==> src/rtl/instr_loader.sv <==
// Instruction-memory loader: frames a length-prefixed byte stream, assembles
// big-endian 32-bit words, writes them to consecutive addresses and verifies an XOR checksum.
module instr_loader #(
  parameter int ADDR_W = 10
) (
  input  logic              clk,
  input  logic              rst,
  input  logic              start,
  input  logic [7:0]        byte_in,
  input  logic              byte_valid,
  output logic              byte_ready,
  output logic              mem_we,
  output logic [ADDR_W-1:0] mem_addr,
  output logic [31:0]       mem_wdata,
  output logic              busy,
  output logic              done,
  output logic              err,
  output logic [15:0]       word_count
);

  typedef enum logic [2:0] {
    S_IDLE, S_LEN_HI, S_LEN_LO, S_DATA, S_WRITE, S_CHECK, S_DONE, S_ERR
  } state_t;

  // Largest legal word count: the whole memory.
  localparam logic [16:0] CAPACITY = 17'd1 << ADDR_W;

  state_t            state_q, state_d;
  logic [15:0]       len_q, len_d;
  logic [31:0]       word_q, word_d;
  logic [7:0]        csum_q, csum_d;
  logic [1:0]        idx_q, idx_d;
  logic [ADDR_W-1:0] addr_q, addr_d;
  logic [15:0]       count_q, count_d;
  logic [15:0]       n_full;

  always_ff @(posedge clk or posedge rst) begin
    if (rst) begin
      state_q <= S_IDLE;
      len_q   <= '0;
      word_q  <= '0;
      csum_q  <= '0;
      idx_q   <= '0;
      addr_q  <= '0;
      count_q <= '0;
    end else begin
      state_q <= state_d;
      len_q   <= len_d;
      word_q  <= word_d;
      csum_q  <= csum_d;
      idx_q   <= idx_d;
      addr_q  <= addr_d;
      count_q <= count_d;
    end
  end

  always_comb begin
    state_d    = state_q;
    len_d      = len_q;
    word_d     = word_q;
    csum_d     = csum_q;
    idx_d      = idx_q;
    addr_d     = addr_q;
    count_d    = count_q;
    byte_ready = 1'b0;
    mem_we     = 1'b0;
    n_full     = {len_q[15:8], byte_in};

    case (state_q)
      S_IDLE, S_DONE, S_ERR: begin
        if (start) begin
          state_d = S_LEN_HI;
          count_d = '0;
          addr_d  = '0;
          csum_d  = '0;
          idx_d   = '0;
        end
      end
      S_LEN_HI: begin
        byte_ready = 1'b1;
        if (byte_valid) begin
          len_d[15:8] = byte_in;
          state_d     = S_LEN_LO;
        end
      end
      S_LEN_LO: begin
        byte_ready = 1'b1;
        if (byte_valid) begin
          len_d = n_full;
          if ({1'b0, n_full} > CAPACITY) begin
            state_d = S_ERR;
          end else if (n_full == 16'd0) begin
            state_d = S_CHECK;
          end else begin
            state_d = S_DATA;
          end
        end
      end
      S_DATA: begin
        byte_ready = 1'b1;
        if (byte_valid) begin
          word_d = {word_q[23:0], byte_in};
          csum_d = csum_q ^ byte_in;
          idx_d  = idx_q + 2'd1;
          if (idx_q == 2'd3) begin
            state_d = S_WRITE;
          end
        end
      end
      S_WRITE: begin
        // Address wraps to 0 after a full-memory load; no further write follows.
        mem_we  = 1'b1;
        addr_d  = addr_q + {{(ADDR_W-1){1'b0}}, 1'b1};
        count_d = count_q + 16'd1;
        if (count_q + 16'd1 == len_q) begin
          state_d = S_CHECK;
        end else begin
          state_d = S_DATA;
        end
      end
      S_CHECK: begin
        byte_ready = 1'b1;
        if (byte_valid) begin
          state_d = (byte_in == csum_q) ? S_DONE : S_ERR;
        end
      end
      default: state_d = S_IDLE;
    endcase
  end

  assign busy       = !(state_q == S_IDLE || state_q == S_DONE || state_q == S_ERR);
  assign done       = (state_q == S_DONE);
  assign err        = (state_q == S_ERR);
  assign mem_addr   = addr_q;
  assign mem_wdata  = word_q;
  assign word_count = count_q;

endmodule

==> config.mk <==
export PLATFORM = sky130hd
export DESIGN_NAME = instr_loader
export DESIGN_NICKNAME = d
export VERILOG_FILES = /design/src/rtl/instr_loader.sv
export SDC_FILE = /design/constraint.sdc
export NUM_CORES = 1
export LEC_CHECK = 0
export BUFFER_PORTS_ARGS = -buffer_cell sky130_fd_sc_hd__buf_2
export CORE_ASPECT_RATIO = 0.7
export CORE_MARGIN = 4
export CORE_UTILIZATION = 33
export DETAILED_ROUTE_END_ITERATION = 6
export PLACE_DENSITY = 0.53
export SLEW_MARGIN = 15
export SYNTH_ARGS = -nofsm -noshare
export SYNTH_HDL_FRONTEND = slang
export SYNTH_SLANG_ARGS = --single-unit
==> constraint.sdc <==
create_clock -name clk -period 7.4 [get_ports clk]
set_input_delay 1.11 -clock clk [delete_from_list [all_inputs] [get_ports clk]]
set_output_delay 1.11 -clock clk [all_outputs]
set_load 0.01 [all_outputs]
==> results of run 1 <==
-- where the power goes --
part / switching [mW] / internal, mW
logic: 0.375 / 0.281
registers: 0.162 / 0.629
clock network: 0.194 / 0.307
total: 0.732 / 1.22
-- cells by family after synthesis --
family	after synthesis
simple gates	228
compound gates	97
flops	87
buf+inv	34
xor+xnor	26
mux	18
fa+ha+maj	3
-- cell usage after synthesis (all sizes together), types with 9 or more instances --
cell type,n
nor2,31
clkbuf,13
nor4,9
dfrtp,87
o21ai,59
and3,10
buf,13
nand3,21
xnor2,20
nand2,123
mux2,16
a21oi,9
nand4,10
-- per-layer routing --
metal  share of wire, %  vias to the layer above
met5                  0                        -
met4                1.4                        0
met3                4.8                       15
met2                 43                       82
met1                 51                     1816
li1                   -                     1839
-- registers in the layout (all words and copies together) (netlist names) --
register,cells
mem_wdata,32
mem_addr,10
state_q,3
idx_q,2
len_q,16
word_count,16
csum_q,8
-- worst register-to-register path: stages (launching register included) --
cell	delay (ns)
sky130_fd_sc_hd__dfrtp_1	0.51
sky130_fd_sc_hd__nor2_1	0.28
sky130_fd_sc_hd__nand2_1	0.54
sky130_fd_sc_hd__inv_2	0.59
sky130_fd_sc_hd__and4_1	0.29
sky130_fd_sc_hd__and3_1	0.20
sky130_fd_sc_hd__nand3_1	0.10
sky130_fd_sc_hd__mux2i_1	0.12
-- area by class of cell --
type | count | area (um2) | area share (%)
Sequential cell | 87 | 2177 | 40.83
Multi-Input combinational cell | 372 | 2171 | 40.71
Timing Repair Buffer | 77 | 392.9 | 7.367
Clock buffer | 10 | 239.0 | 4.481
Tap cell | 185 | 231.5 | 4.341
Clock inverter | 6 | 90.09 | 1.689
Inverter | 8 | 31.28 | 0.5866
-- how the worst max path moves through the flow --
stage | endpoint | slack [ns] | startpoint
finish | mem_we | 3.81 | state_q[0]
global route | mem_we | 3.51 | state_q[0]
CTS | mem_we | 3.81 | state_q[0]
detailed placement | mem_we | 4.19 | state_q[0]
global placement | mem_we | 4.27 | state_q[0]
floorplan | csum_q[0] | 4.04 | rst
-- through the flow --
stage / power [mW] / hold WS [ns]
global route: 2.092 / 0.5146
global placement: 1.439 / 0.4544
floorplan: 1.222 / 0.4545
finish: 1.949 / 0.4708
CTS: 1.973 / 0.4812
detailed placement: 1.462 / 0.4643
==> tab_implementation.tex, run 1 <==
\begin{tabular}{lr}
\hline
Metric & Value \\
\hline
\multicolumn{2}{l}{\textbf{Logic synthesis}} \\
Portion of netlist area occupied by mux cells & $\sim$4.4\% \\
Cells after synthesis & just under 500 \\
Compound-Gate Fraction of Synth Area & approximately an eighth \\
Synthesized-area fraction occupied by and/or/nand/nor cells & 24.91\% \\
Post-synthesis sequential element count & between 80 and 90 \\
Part of the Yosys area used for sequential elements & 48.11\% \\
Total nets after synthesis & around 500 \\
Post-synthesis adder-cell area fraction & 0.8294\% \\
Proportion of register bits with asynchronous set or reset after synthesis & 100.0\% \\
EDFF count, synth & 0 \\
Syn avg cell area & between 9 and 10 um2 \\
Ranking of synthesized cells by area & sky130\_fd\_sc\_hd\_\_dfrtp\_1, sky130\_fd\_sc\_hd\_\_nand2\_1, sky130\_fd\_sc\_hd\_\_o21ai\_0, sky130\_fd\_sc\_hd\_\_mux2\_2, sky130\_fd\_sc\_hd\_\_xnor2\_1 \\
Combined area of all synthesized cells & between 4000 and 5000 um2 \\
Parity-gate share of the synthesized area counting xor and xnor cells & under 10\% \\
Biggest area consumer among synthesized cells & sky130\_fd\_sc\_hd\_\_dfrtp\_1 \\
Largest family of logic cells by synthesized area & simple AND/OR/NAND/NOR gates \\
Commonest register cell after synthesis & sky130\_fd\_sc\_hd\_\_dfrtp\_1 \\
Area share of the largest cell type after synthesis & 48.11\% \\
Unique cell type count in the Yosys netlist & 60 \\
Synthesis warning total & 0 \\
\multicolumn{2}{l}{\textbf{Setup path}} \\
Top Family by Delay on Critical Path & simple AND/OR/NAND/NOR gates \\
Maximum fanout along the worst path & 24 \\
Highest cell delay on the worst timing path & between 0.5 and 0.6 ns \\
Setup crit end kind & primary output \\
Required time at the endpoint of the critical path & about 6.3 ns \\
Series of cell instances along the critical path & nor2\_1 -> nand2\_1 -> inv\_2 -> buf\_2 \\
Levels on crit path & 4 \\
Start of the worst register-to-register path & state\_q[0] \\
Number of cell instances on the worst register-to-register path & 7 \\
WP data arrival & 2.48 ns \\
Setup crit start kind & flip-flop \\
Type of the setup path with the least slack & reg -> out \\
Slowest CP cell & sky130\_fd\_sc\_hd\_\_inv\_2 \\
Endpoint of the lowest-slack register-to-register path & mem\_addr[9] \\
Flop-to-flop setup slack & around 4.7 ns \\
Worst path buffer plus inverter count & 2 \\
\multicolumn{2}{l}{\textbf{Placement}} \\
Post-DP Area & between 5000 and 6000 um2 \\
Dpl cells & about 730 \\
Pre-CTS setup slack & between 4 and 5 ns \\
Half-perimeter wire length after placement & between 8 and 9 mm \\
Count of input and output buffers & 74 \\
Final weighted congestion in routability-driven placement & 0.8556 \\
\multicolumn{2}{l}{\textbf{CTS}} \\
Library cell used as clock root buffer & sky130\_fd\_sc\_hd\_\_clkbuf\_16 \\
Max clock buf depth & 2 \\
Clock insertion delay at the later pin of the skew report & 0.34 ns \\
PostCTS Resize Cnt & 0 \\
Clock transition at the registers of the reported paths & about 0.06 ns \\
CTS Hold Buffers Added & 0 \\
Clock buffer count from CTS & 9 \\
H-tree lvl count & 3 \\
CTS tree & done \\
Clock sink count & between 80 and 90 \\
Setup bufs post-CTS & 0 \\
\multicolumn{2}{l}{\textbf{Timing}} \\
Final number of setup-violating endpoints & 0 \\
Max\_slew headroom & between 30\% and 40\% \\
Number of endpoints with negative hold slack in the final report & 0 \\
Setup repair after global routing missed its margin & no \\
Fin worst setup slack & roughly 3.8 ns \\
Top achievable clock speed & 278.4 MHz \\
Slew at the pin closest to its max-slew limit & $\sim$1 ns \\
Setup skew after layout & between 0.004 and 0.005 ns \\
Accumulated negative setup slack & 0 ns \\
Final worst path period need & between 3 and 4 ns \\
Post-route fraction of the period consumed by the critical path & around half \\
Max-slew violation total from the final report & 0 \\
\multicolumn{2}{l}{\textbf{Pwr}} \\
Maximum ir drop on the vdd rail & 0.0001215 V \\
P\_leak & about 2.5 nW \\
Areal power density over the cells & about 370 nW/um2 \\
\multicolumn{2}{l}{\textbf{Layout}} \\
Ant. Diodes & 0 \\
Final non-filler cell total & 745 \\
Area grow syn2layout & 17.83\% \\
Final core utilization & between 40\% and 50\% \\
Filler instances & $\sim$1300 \\
Share of layout cells above drive strength 1 & between 20\% and 30\% \\
Final instance area & $\sim$5300 um2 \\
Most common cell after layout, fill and taps aside & sky130\_fd\_sc\_hd\_\_nand2\_1 \\
Commonest cells after routing, fill and taps aside & sky130\_fd\_sc\_hd\_\_nand2\_1, sky130\_fd\_sc\_hd\_\_dfrtp\_1, sky130\_fd\_sc\_hd\_\_buf\_2 \\
Number of nets in the layout & between 500 and 600 \\
\multicolumn{2}{l}{\textbf{Drt}} \\
Vias & between 3000 and 4000 \\
Number of detailed-route iterations in the first pass & 4 \\
Detailed router's first-iteration violation count & 236 \\
Post-DR vias/cell & about 5.0 \\
Wirelength per Cell & 15.92 um \\
Number of design rule violations left after detail routing & 0 \\
Number of antenna-violating nets in the routed design & 0 \\
Detailed-route wire length & between 10 and 15 mm \\
\multicolumn{2}{l}{\textbf{Floorplan}} \\
Die Outline Area & 15680 um2 \\
Initial Util & 34.11\% \\
Width of the die & 148.0 um \\
Core box area & roughly 13000 um2 \\
Row Count & 35 \\
Floorplan die height & approximately 110 um \\
IO Pins & 75 \\
\multicolumn{2}{l}{\textbf{Global route}} \\
Met1 track demand over resource in global routing & 22.79\% \\
Pin count of the biggest net entering global routing & roughly 80 \\
Met3 demand-to-capacity share in global routing & 3.963\% \\
Initial antenna violation count & 0 \\
Tot GR Track Use & between 10\% and 20\% \\
Via count of the first global-routing pass & between 3000 and 4000 \\
Met2 global-route usage & a little over a fifth \\
Global-route wire length before repair & approximately 19 mm \\
Layer carrying the most global-route usage & met1 \\
Grt total ovfl & 0 \\
\multicolumn{2}{l}{\textbf{Min path}} \\
Worst hold path endpoint & mem\_wdata[30] \\
Min-Delay Startpoint & mem\_wdata[30] \\
Path category of the worst min-delay check & reg -> reg \\
Cell depth of the worst min-delay path & 2 \\
\multicolumn{2}{l}{\textbf{Outcome}} \\
Result of the run & complete, no violations \\
\multicolumn{2}{l}{\textbf{Flow run}} \\
Max-capacitance violation count & 0 \\
\hline
\end{tabular}
Note: power is estimated with default switching activity, not from simulation.
==> run 2, diff against run 1 <==
--- a/config.mk
+++ b/config.mk
@@ -5,12 +5,13 @@
 export SDC_FILE = /design/constraint.sdc
 export NUM_CORES = 1
 export LEC_CHECK = 0
+export ABC_AREA = 1
 export BUFFER_PORTS_ARGS = -buffer_cell sky130_fd_sc_hd__buf_2
 export CORE_ASPECT_RATIO = 0.7
 export CORE_MARGIN = 4
 export CORE_UTILIZATION = 33
 export DETAILED_ROUTE_END_ITERATION = 6
-export PLACE_DENSITY = 0.53
+export PLACE_DENSITY = 0.56
 export SLEW_MARGIN = 15
 export SYNTH_ARGS = -nofsm -noshare
 export SYNTH_HDL_FRONTEND = slang
==> constraint.sdc (replaced) <==
create_clock -name clk -period 3.12 [get_ports clk]
set_input_delay 0.468 -clock clk [delete_from_list [all_inputs] [get_ports clk]]
set_output_delay 0.468 -clock clk [all_outputs]
set_load 0.01 [all_outputs]
==> run 2 against run 1 <==
Net effect: sequential power rose by 130%; synthesized cell count rose by 7.5%; area after synthesis down 3.5%; worst hold slack got worse by 0.23 ns; non-clock buffer count rose by 1; clock-buffer cell count down 1; worst setup slack got worse by 2.9 ns; critical path depth is 5 higher; via count up 1.9%; die area decreased by 3.3%; sequential cell count stayed put; routed wire length fell by 4.6%; critical endpoint is now word_count[12]; largest cell class unchanged; largest power group unchanged.
==> tab_implementation.tex, run 2 <==
\begin{tabular}{lr}
\hline
Metric & Value \\
\hline
\multicolumn{2}{l}{\textbf{Drt}} \\
Post-DR vias/cell & 4.958 (-1.5\%) \\
Detail Route met2 WL & 4.992 mm (-1.9\%) \\
Number of antenna-violating nets in the routed design & 0 (unchanged) \\
Number of detailed-route iterations in the first pass & 5 (+1) \\
Metal-1 WL & 5.515 mm (-8.6\%) \\
Detailed router's first-iteration violation count & 318 (+35\%) \\
Wirelength per Cell & 14.67 um (-7.8\%) \\
Detailed-route wire length & 11.31 mm (-4.6\%) \\
Number of design rule violations left after detail routing & 0 (unchanged) \\
Detailed-routed wire length on met3 & 695 um (+23\%) \\
Vias & 3823 (+1.9\%) \\
Top layer in use & met4 \\
\multicolumn{2}{l}{\textbf{Pwr}} \\
Areal power density over the cells & 862.1 nW/um2 (+140\%) \\
Maximum ir drop on the vdd rail & 0.0003494 V (+190\%) \\
P\_leak & 2.585 nW (+1.4\%) \\
\multicolumn{2}{l}{\textbf{Placement}} \\
Count of input and output buffers & 74 (unchanged) \\
Half-perimeter wire length after placement & 8.240 mm (-0.78\%) \\
Final weighted congestion in routability-driven placement & 0.8703 (+1.7\%) \\
Dpl cells & 755 (+3.6\%) \\
Pre-CTS setup slack & 0.9577 ns (-3.230 ns) \\
Post-DP Area & 4928 um2 (-1.5\%) \\
\multicolumn{2}{l}{\textbf{Floorplan}} \\
IO Pins & 75 (unchanged) \\
Initial Util & 34.46\% (+0.35 points) \\
Core box area & 12680 um2 (-4.5\%) \\
Floorplan die height & 104.3 um (-1.6\%) \\
Row Count & 34 (-2.9\%) \\
Width of the die & 145.5 um (-1.7\%) \\
Die Outline Area & 15170 um2 (-3.3\%) \\
\multicolumn{2}{l}{\textbf{Timing}} \\
Accumulated negative setup slack & 0 ns (unchanged) \\
Number of endpoints with negative hold slack in the final report & 0 (unchanged) \\
Final worst path period need & about 2.2 ns \\
Top achievable clock speed & about 450 MHz \\
Slew at the pin closest to its max-slew limit & 0.7867 ns (-0.2237 ns) \\
Max-slew violation total from the final report & 0 (unchanged) \\
Final number of setup-violating endpoints & 0 (unchanged) \\
Post-route fraction of the period consumed by the critical path & 70.53\% \\
Max\_slew headroom & 47.49\% (+15 points) \\
Setup skew after layout & 0.007629 ns (+0.002892 ns) \\
Fin worst setup slack & 0.9196 ns (-2.888 ns) \\
Setup repair after global routing missed its margin & no \\
\multicolumn{2}{l}{\textbf{Logic synthesis}} \\
Compound-Gate Fraction of Synth Area & 10.74\% (-2.0 points) \\
Synthesized-area fraction occupied by and/or/nand/nor cells & 25.87\% (+0.96 points) \\
Cells after synthesis & 530 (+7.5\%) \\
Syn avg cell area & 8.241 um2 (-10\%) \\
Post-synthesis sequential element count & 87 (unchanged) \\
Combined area of all synthesized cells & 4368 um2 (-3.5\%) \\
Most common library cells after synthesis & sky130\_fd\_sc\_hd\_\_nand2\_1, sky130\_fd\_sc\_hd\_\_dfrtp\_1, sky130\_fd\_sc\_hd\_\_inv\_1 \\
Commonest register cell after synthesis & sky130\_fd\_sc\_hd\_\_dfrtp\_1 \\
Parity-gate share of the synthesized area counting xor and xnor cells & 3.466\% (-1.6 points) \\
Post-synthesis adder-cell area fraction & 0.8594\% (+0.030 points) \\
Largest family of logic cells by synthesized area & simple AND/OR/NAND/NOR gates \\
Ranking of synthesized cells by area & sky130\_fd\_sc\_hd\_\_dfrtp\_1, sky130\_fd\_sc\_hd\_\_nand2\_1, sky130\_fd\_sc\_hd\_\_o21ai\_0, sky130\_fd\_sc\_hd\_\_inv\_1, sky130\_fd\_sc\_hd\_\_nand3\_1 \\
Portion of netlist area occupied by mux cells & 2.320\% (-2.1 points) \\
EDFF count, synth & 0 (unchanged) \\
Area share of the largest cell type after synthesis & 49.84\% (+1.7 points) \\
Most frequently used cell type in the post-synthesis netlist & sky130\_fd\_sc\_hd\_\_nand2\_1 \\
Part of the Yosys area used for sequential elements & 49.84\% (+1.7 points) \\
Unique cell type count in the Yosys netlist & 31 (-48\%) \\
Proportion of register bits with asynchronous set or reset after synthesis & 100.0\% (unchanged) \\
Biggest area consumer among synthesized cells & sky130\_fd\_sc\_hd\_\_dfrtp\_1 \\
Synthesis warning total & 0 (unchanged) \\
Total nets after synthesis & 545 (+7.3\%) \\
\multicolumn{2}{l}{\textbf{Global route}} \\
Grt total ovfl & 0 (unchanged) \\
Tot GR Track Use & 15.46\% (+0.17 points) \\
Via count of the first global-routing pass & 3702 (+5.1\%) \\
Pin count of the biggest net entering global routing & 77 (-1.3\%) \\
Initial antenna violation count & 0 (unchanged) \\
Global-route wire length before repair & 19.18 mm (-0.29\%) \\
\multicolumn{2}{l}{\textbf{Layout}} \\
Filler instances & 1317 (-1.4\%) \\
Multi-input gate area & 1894 um2 (-13\%) \\
Number of nets in the layout & 619 (+8.6\%) \\
Final core utilization & 41.24\% (+1.0 points) \\
Most common cell after layout, fill and taps aside & sky130\_fd\_sc\_hd\_\_nand2\_1 \\
Sequential Area & 2177 um2 (unchanged) \\
Ant. Diodes & 0 (unchanged) \\
Area grow syn2layout & 19.68\% \\
Share of layout cells above drive strength 1 & 21.51\% (-1.5 points) \\
Commonest cells after routing, fill and taps aside & sky130\_fd\_sc\_hd\_\_nand2\_1, sky130\_fd\_sc\_hd\_\_dfrtp\_1, sky130\_fd\_sc\_hd\_\_buf\_2 \\
Flip-flop count of the largest register after layout & 32 (unchanged) \\
Final instance area & 5228 um2 (-2.0\%) \\
Final non-filler cell total & 771 (+3.5\%) \\
\multicolumn{2}{l}{\textbf{CTS}} \\
Clock sink count & 87 (unchanged) \\
PostCTS Resize Cnt & 0 (unchanged) \\
Clock transition at the registers of the reported paths & 0.07 ns (about the same) \\
CTS Hold Buffers Added & 0 (unchanged) \\
Max clock buf depth & 2 (unchanged) \\
Library cell used as clock root buffer & sky130\_fd\_sc\_hd\_\_clkbuf\_16 \\
Setup bufs post-CTS & 0 (unchanged) \\
CTS tree & done \\
Clock insertion delay at the later pin of the skew report & 0.34 ns (about the same) \\
H-tree lvl count & 3 (unchanged) \\
Clock buffer count from CTS & 9 (unchanged) \\
\multicolumn{2}{l}{\textbf{Setup path}} \\
Flop-to-flop setup slack & 0.92 ns (-3.74 ns) \\
WP data arrival & 2.38 ns (-0.10 ns) \\
Setup crit start kind & flip-flop \\
CP Launch Point & state\_q[0] \\
Required time at the endpoint of the critical path & 3.30 ns (-2.99 ns) \\
Number of cell instances on the worst register-to-register path & 9 (+2) \\
Start of the worst register-to-register path & state\_q[0] \\
Endpoint of the lowest-slack register-to-register path & word\_count[12] \\
Type of the setup path with the least slack & reg -> reg \\
Critical path destination & word\_count[12] \\
Maximum fanout along the worst path & 21 (-13\%) \\
Setup crit end kind & flip-flop \\
\multicolumn{2}{l}{\textbf{Min path}} \\
Path category of the worst min-delay check & in -> async \\
\multicolumn{2}{l}{\textbf{Outcome}} \\
Result of the run & complete, no violations \\
\multicolumn{2}{l}{\textbf{Flow run}} \\
Max-capacitance violation count & 0 (unchanged) \\
\hline
\end{tabular}
-- run 2: power breakdown --
part,switching [mW],internal (mW)
clock network,0.502,0.567
logic,0.978,0.626
registers,0.314,1.52
-- run 2: how the worst min path moves through the flow --
stage / cells after the start / startpoint / slack, ns / end
finish: 2 / rst / 0.24 / mem_wdata[17]
global route: 2 / rst / 0.31 / mem_wdata[29]
CTS: 2 / rst / 0.26 / mem_wdata[29]
detailed placement: 2 / len_q[8] / 0.48 / len_q[8]
global placement: 1 / mem_addr[8] / 0.47 / mem_addr[8]
floorplan: 2 / len_q[4] / 0.45 / len_q[4]
-- run 2: cell type report --
type / instances / share of cell area (%)
clock buffers: 9 / 4.308
repair buffers: 78 / 7.899
multi-input cells: 364 / 36.24
clock inverters: 7 / 1.412
well taps: 162 / 3.877
flip-flops and latches: 87 / 41.65
inverters: 64 / 4.619
-- run 2: kinds of logic (layout without fill, tap and decap cells) --
logic type      count (synthesis)  after routing
compound gates                 89             89
xor+xnor                       14             14
fa+ha+maj                       3              3
buf+inv                        79            158
flops                          87             87
mux                             9              9
simple gates                  249            249
-- run 2: per-layer routing --
metal	global-route usage, %	vias up
li1	-	1875
met1	22.62	1809
met2	22.96	123
met3	4.094	16
met4	3.388	0
met5	0	-
-- run 2: per-stage QoR --
step	total power, mW	hold slack (ns)
floorplan	2.871	0.4530
global placement	3.414	0.4739
detailed placement	3.462	0.4838
CTS	4.553	0.2614
global route	4.868	0.3070
finish	4.507	0.2413
-- run 2: worst max-delay path, stage by stage (launching register included) --
cell and delay, ns:
sky130_fd_sc_hd__dfrtp_1 0.43, sky130_fd_sc_hd__inv_2 0.13, sky130_fd_sc_hd__nor2_1 0.08, sky130_fd_sc_hd__inv_1 0.07, sky130_fd_sc_hd__nand2_1 0.10, sky130_fd_sc_hd__nor2_1 0.21
sky130_fd_sc_hd__nand2_1 0.43, sky130_fd_sc_hd__nand2_1 0.17, sky130_fd_sc_hd__buf_4 0.28, sky130_fd_sc_hd__o22ai_1 0.14
==> run 3, diff against run 2 <==
--- a/config.mk
+++ b/config.mk
@@ -5,13 +5,13 @@
 export SDC_FILE = /design/constraint.sdc
 export NUM_CORES = 1
 export LEC_CHECK = 0
-export ABC_AREA = 1
+export ABC_AREA = 0
 export BUFFER_PORTS_ARGS = -buffer_cell sky130_fd_sc_hd__buf_2
 export CORE_ASPECT_RATIO = 0.7
 export CORE_MARGIN = 4
 export CORE_UTILIZATION = 33
 export DETAILED_ROUTE_END_ITERATION = 6
-export PLACE_DENSITY = 0.56
+export PLACE_DENSITY = 0.55
 export SLEW_MARGIN = 15
 export SYNTH_ARGS = -nofsm -noshare
 export SYNTH_HDL_FRONTEND = slang
==> constraint.sdc (replaced) <==
create_clock -name clk -period 2 [get_ports clk]
set_input_delay 0.3 -clock clk [delete_from_list [all_inputs] [get_ports clk]]
set_output_delay 0.3 -clock clk [all_outputs]
set_load 0.01 [all_outputs]
==> run 3 against run 2 <==
Net effect: global-route usage increased by 0.98 points; largest power group is now combinational cells; largest cell class is now multi-input gates; highest routed layer unchanged; worst hold slack got worse by 0.14 ns; sequential cell count unchanged.
==> tab_implementation.tex, run 3 (synthesis results as in run 1) <==
\begin{tabular}{lr}
\hline
Metric & Value \\
\hline
\multicolumn{2}{l}{\textbf{Timing}} \\
Max-slew violation total from the final report & 0 (unchanged) \\
Max\_slew headroom & 67.59\% (+20 points) \\
Fin worst setup slack & 0.05309 ns (-0.8665 ns) \\
Top achievable clock speed & 513.6 MHz (+13\%) \\
Slew at the pin closest to its max-slew limit & 0.4862 ns (-0.3005 ns) \\
Post-route fraction of the period consumed by the critical path & 97.35\% (+27 points) \\
Final worst path period need & 1.947 ns (-0.2535 ns) \\
Number of endpoints with negative hold slack in the final report & 0 (unchanged) \\
Final number of setup-violating endpoints & 0 (unchanged) \\
Setup skew after layout & 0.008359 ns (+0.0007296 ns) \\
Setup repair after global routing missed its margin & yes \\
\multicolumn{2}{l}{\textbf{Flow run}} \\
Max-capacitance violation count & 0 (unchanged) \\
\multicolumn{2}{l}{\textbf{CTS}} \\
H-tree lvl count & 3 (unchanged) \\
Library cell used as clock root buffer & sky130\_fd\_sc\_hd\_\_clkbuf\_16 \\
Clock insertion delay at the later pin of the skew report & 0.34 ns (about the same) \\
Clock sink count & 87 (unchanged) \\
Max clock buf depth & 2 (unchanged) \\
CTS Hold Buffers Added & 0 (unchanged) \\
Clock buffer count from CTS & 9 (unchanged) \\
Clock transition at the registers of the reported paths & 0.07 ns (about the same) \\
CTS tree & done \\
\multicolumn{2}{l}{\textbf{Drt}} \\
Detailed router's first-iteration violation count & 293 (-7.9\%) \\
Number of antenna-violating nets in the routed design & 0 (unchanged) \\
Post-DR vias/cell & 5.006 (+0.96\%) \\
Vias & 3980 (+4.1\%) \\
Detailed-route wire length & 12.59 mm (+11\%) \\
Number of detailed-route iterations in the first pass & 4 (-1) \\
Number of design rule violations left after detail routing & 0 (unchanged) \\
Wirelength per Cell & 15.83 um (+7.9\%) \\
\multicolumn{2}{l}{\textbf{Floorplan}} \\
Core box area & 13270 um2 (+4.7\%) \\
IO Pins & 75 (unchanged) \\
Row Count & 35 (+2.9\%) \\
Floorplan die height & 106.0 um (+1.7\%) \\
Initial Util & 34.11\% (-0.35 points) \\
Width of the die & 148.0 um (+1.7\%) \\
Die Outline Area & 15680 um2 (+3.4\%) \\
\multicolumn{2}{l}{\textbf{Outcome}} \\
Result of the run & complete, no violations \\
\multicolumn{2}{l}{\textbf{Setup path}} \\
Setup crit start kind & flip-flop \\
Required time at the endpoint of the critical path & 2.21 ns (-1.09 ns) \\
Setup crit end kind & flip-flop \\
WP data arrival & 2.16 ns (-0.22 ns) \\
Type of the setup path with the least slack & reg -> reg \\
Maximum fanout along the worst path & 5 (-76\%) \\
\multicolumn{2}{l}{\textbf{Placement}} \\
Count of input and output buffers & 74 (unchanged) \\
Pre-CTS setup slack & -0.02437 ns (-0.9821 ns) \\
Final weighted congestion in routability-driven placement & 0.8674 (-0.33\%) \\
Half-perimeter wire length after placement & 8.953 mm (+8.6\%) \\
\multicolumn{2}{l}{\textbf{Pwr}} \\
Sequential Power Share & 37.1\% (-3.6 points) \\
Switching part of the total power & 36.58\% (-3.2 points) \\
Areal power density over the cells & 1294 nW/um2 (+50\%) \\
Maximum ir drop on the vdd rail & 0.0004696 V (+34\%) \\
Internal Dissipation & 4.834 mW (+78\%) \\
Power share of the clock group & 24.7\% (+1.0 points) \\
Switching power total & 2.788 mW (+55\%) \\
Combinational cell fraction of total power & 38.2\% (+2.6 points) \\
P\_leak & 2.887 nW (+12\%) \\
Design Power & 7.622 mW (+69\%) \\
\multicolumn{2}{l}{\textbf{Global route}} \\
Global-route wire length before repair & 20.89 mm (+8.9\%) \\
Tot GR Track Use & 16.44\% (+0.98 points) \\
Via count of the first global-routing pass & 3870 (+4.5\%) \\
Initial antenna violation count & 0 (unchanged) \\
Grt total ovfl & 0 (unchanged) \\
Pin count of the biggest net entering global routing & 88 (+14\%) \\
\multicolumn{2}{l}{\textbf{Layout}} \\
Commonest cells after routing, fill and taps aside & sky130\_fd\_sc\_hd\_\_nand2\_1, sky130\_fd\_sc\_hd\_\_dfrtp\_1, sky130\_fd\_sc\_hd\_\_buf\_2 \\
Flip-flop count of the largest register after layout & 32 (unchanged) \\
Most common cell after layout, fill and taps aside & sky130\_fd\_sc\_hd\_\_nand2\_1 \\
Area grow syn2layout & 30.14\% \\
Share of layout cells above drive strength 1 & 31.80\% (+10 points) \\
Final core utilization & 44.38\% (+3.1 points) \\
Ant. Diodes & 0 (unchanged) \\
Number of nets in the layout & 620 (+0.16\%) \\
\multicolumn{2}{l}{\textbf{Min path}} \\
Path category of the worst min-delay check & in -> async \\
\hline
\end{tabular}
## run 3: cell types whose count changed in the layout (fill, tap and decap cells not counted), moves of 7 or more
| cell | previous run | this run |
|---|---|---|
| sky130_fd_sc_hd__and3_1 | 0 | 9 |
| sky130_fd_sc_hd__nand3b_1 | 7 | 0 |
| sky130_fd_sc_hd__nand3_1 | 39 | 19 |
| sky130_fd_sc_hd__nand2_2 | 8 | 1 |
| sky130_fd_sc_hd__buf_4 | 3 | 48 |
| sky130_fd_sc_hd__o22ai_1 | 11 | 3 |
| sky130_fd_sc_hd__xnor2_1 | 8 | 20 |
| sky130_fd_sc_hd__inv_1 | 60 | 5 |
| sky130_fd_sc_hd__mux2_2 | 9 | 16 |
| sky130_fd_sc_hd__nor2_1 | 41 | 27 |
## run 3: power groups by stage
stage,logic (mW),clock network (mW),registers [mW]
after floorplan,1.63,0,2.90
after global placement,2.75,0,2.82
after detailed placement,2.78,0,2.85
after CTS,2.81,1.93,2.82
after global routing,3.27,1.99,2.91
final,2.91,1.88,2.82
## run 3: layer usage
metal	share of wire, %	global-route usage [%]	wire [um]
met1	51	23.96	6400
met5	0	0	0
met4	1.3	4.614	163
met2	44	24.94	5550
met3	3.7	3.153	471
## run 3: critical path, cell delays in order (launching register included)
cell	delay, ns
sky130_fd_sc_hd__dfrtp_1	0.39
sky130_fd_sc_hd__ha_4	0.17
sky130_fd_sc_hd__nand4_1	0.23
sky130_fd_sc_hd__a2111oi_4	0.35
sky130_fd_sc_hd__nor3_2	0.08
sky130_fd_sc_hd__nor4_2	0.33
sky130_fd_sc_hd__and3_1	0.19
sky130_fd_sc_hd__a22oi_1	0.06
## run 3: worst paths after layout
| path | from | end | slack (ns) | depth (start not counted) |
|---|---|---|---|---|
| setup / recovery | word_count[1] | state_q[1] | 0.05 | 7 |
| hold / removal | rst | idx_q[0] | 0.10 | 3 |
| setup reg to reg | word_count[1] | state_q[1] | 0.05 | 7 |
| hold reg to reg | mem_wdata[29] | mem_wdata[29] | 0.47 | 2 |
| max in group asynchronous | rst | word_count[4] | 1.53 | 3 |
| min in group clk | byte_in[1] | mem_wdata[1] | 0.33 | 4 |
## run 3: timing repair
action | in CTS | in global routing
hold endpoints to repair | 0 | 0
gates cloned | 0 | 0
pin swaps | 1 | 16
setup buffers | 0 | 5
setup endpoints to repair | 2 | 13
resized for setup | 4 | 21
## run 3: cell type report
cell class / instances / area (um2)
Fill cell: 1311 / 7380
Multi-Input combinational cell: 372 / 2285
Sequential cell: 87 / 2183
Timing Repair Buffer: 127 / 822.0
Clock buffer: 12 / 256.5
Tap cell: 185 / 231.5
Clock inverter: 4 / 77.57
Inverter: 8 / 33.78
## run 3: metrics by stage
step / setup TNS, ns / instance area (um2) / hold WS [ns] / cells
floorplan: 0 / 4533 / 0.4168 / 493
global placement: 0 / 5385 / 0.4530 / 774
detailed placement: -0.03956 / 5385 / 0.4631 / 774
CTS: 0 / 5737 / 0.1207 / 790
global route: -0.07583 / 5889 / 0.1529 / 795
finish: 0 / 5889 / 0.1014 / 795
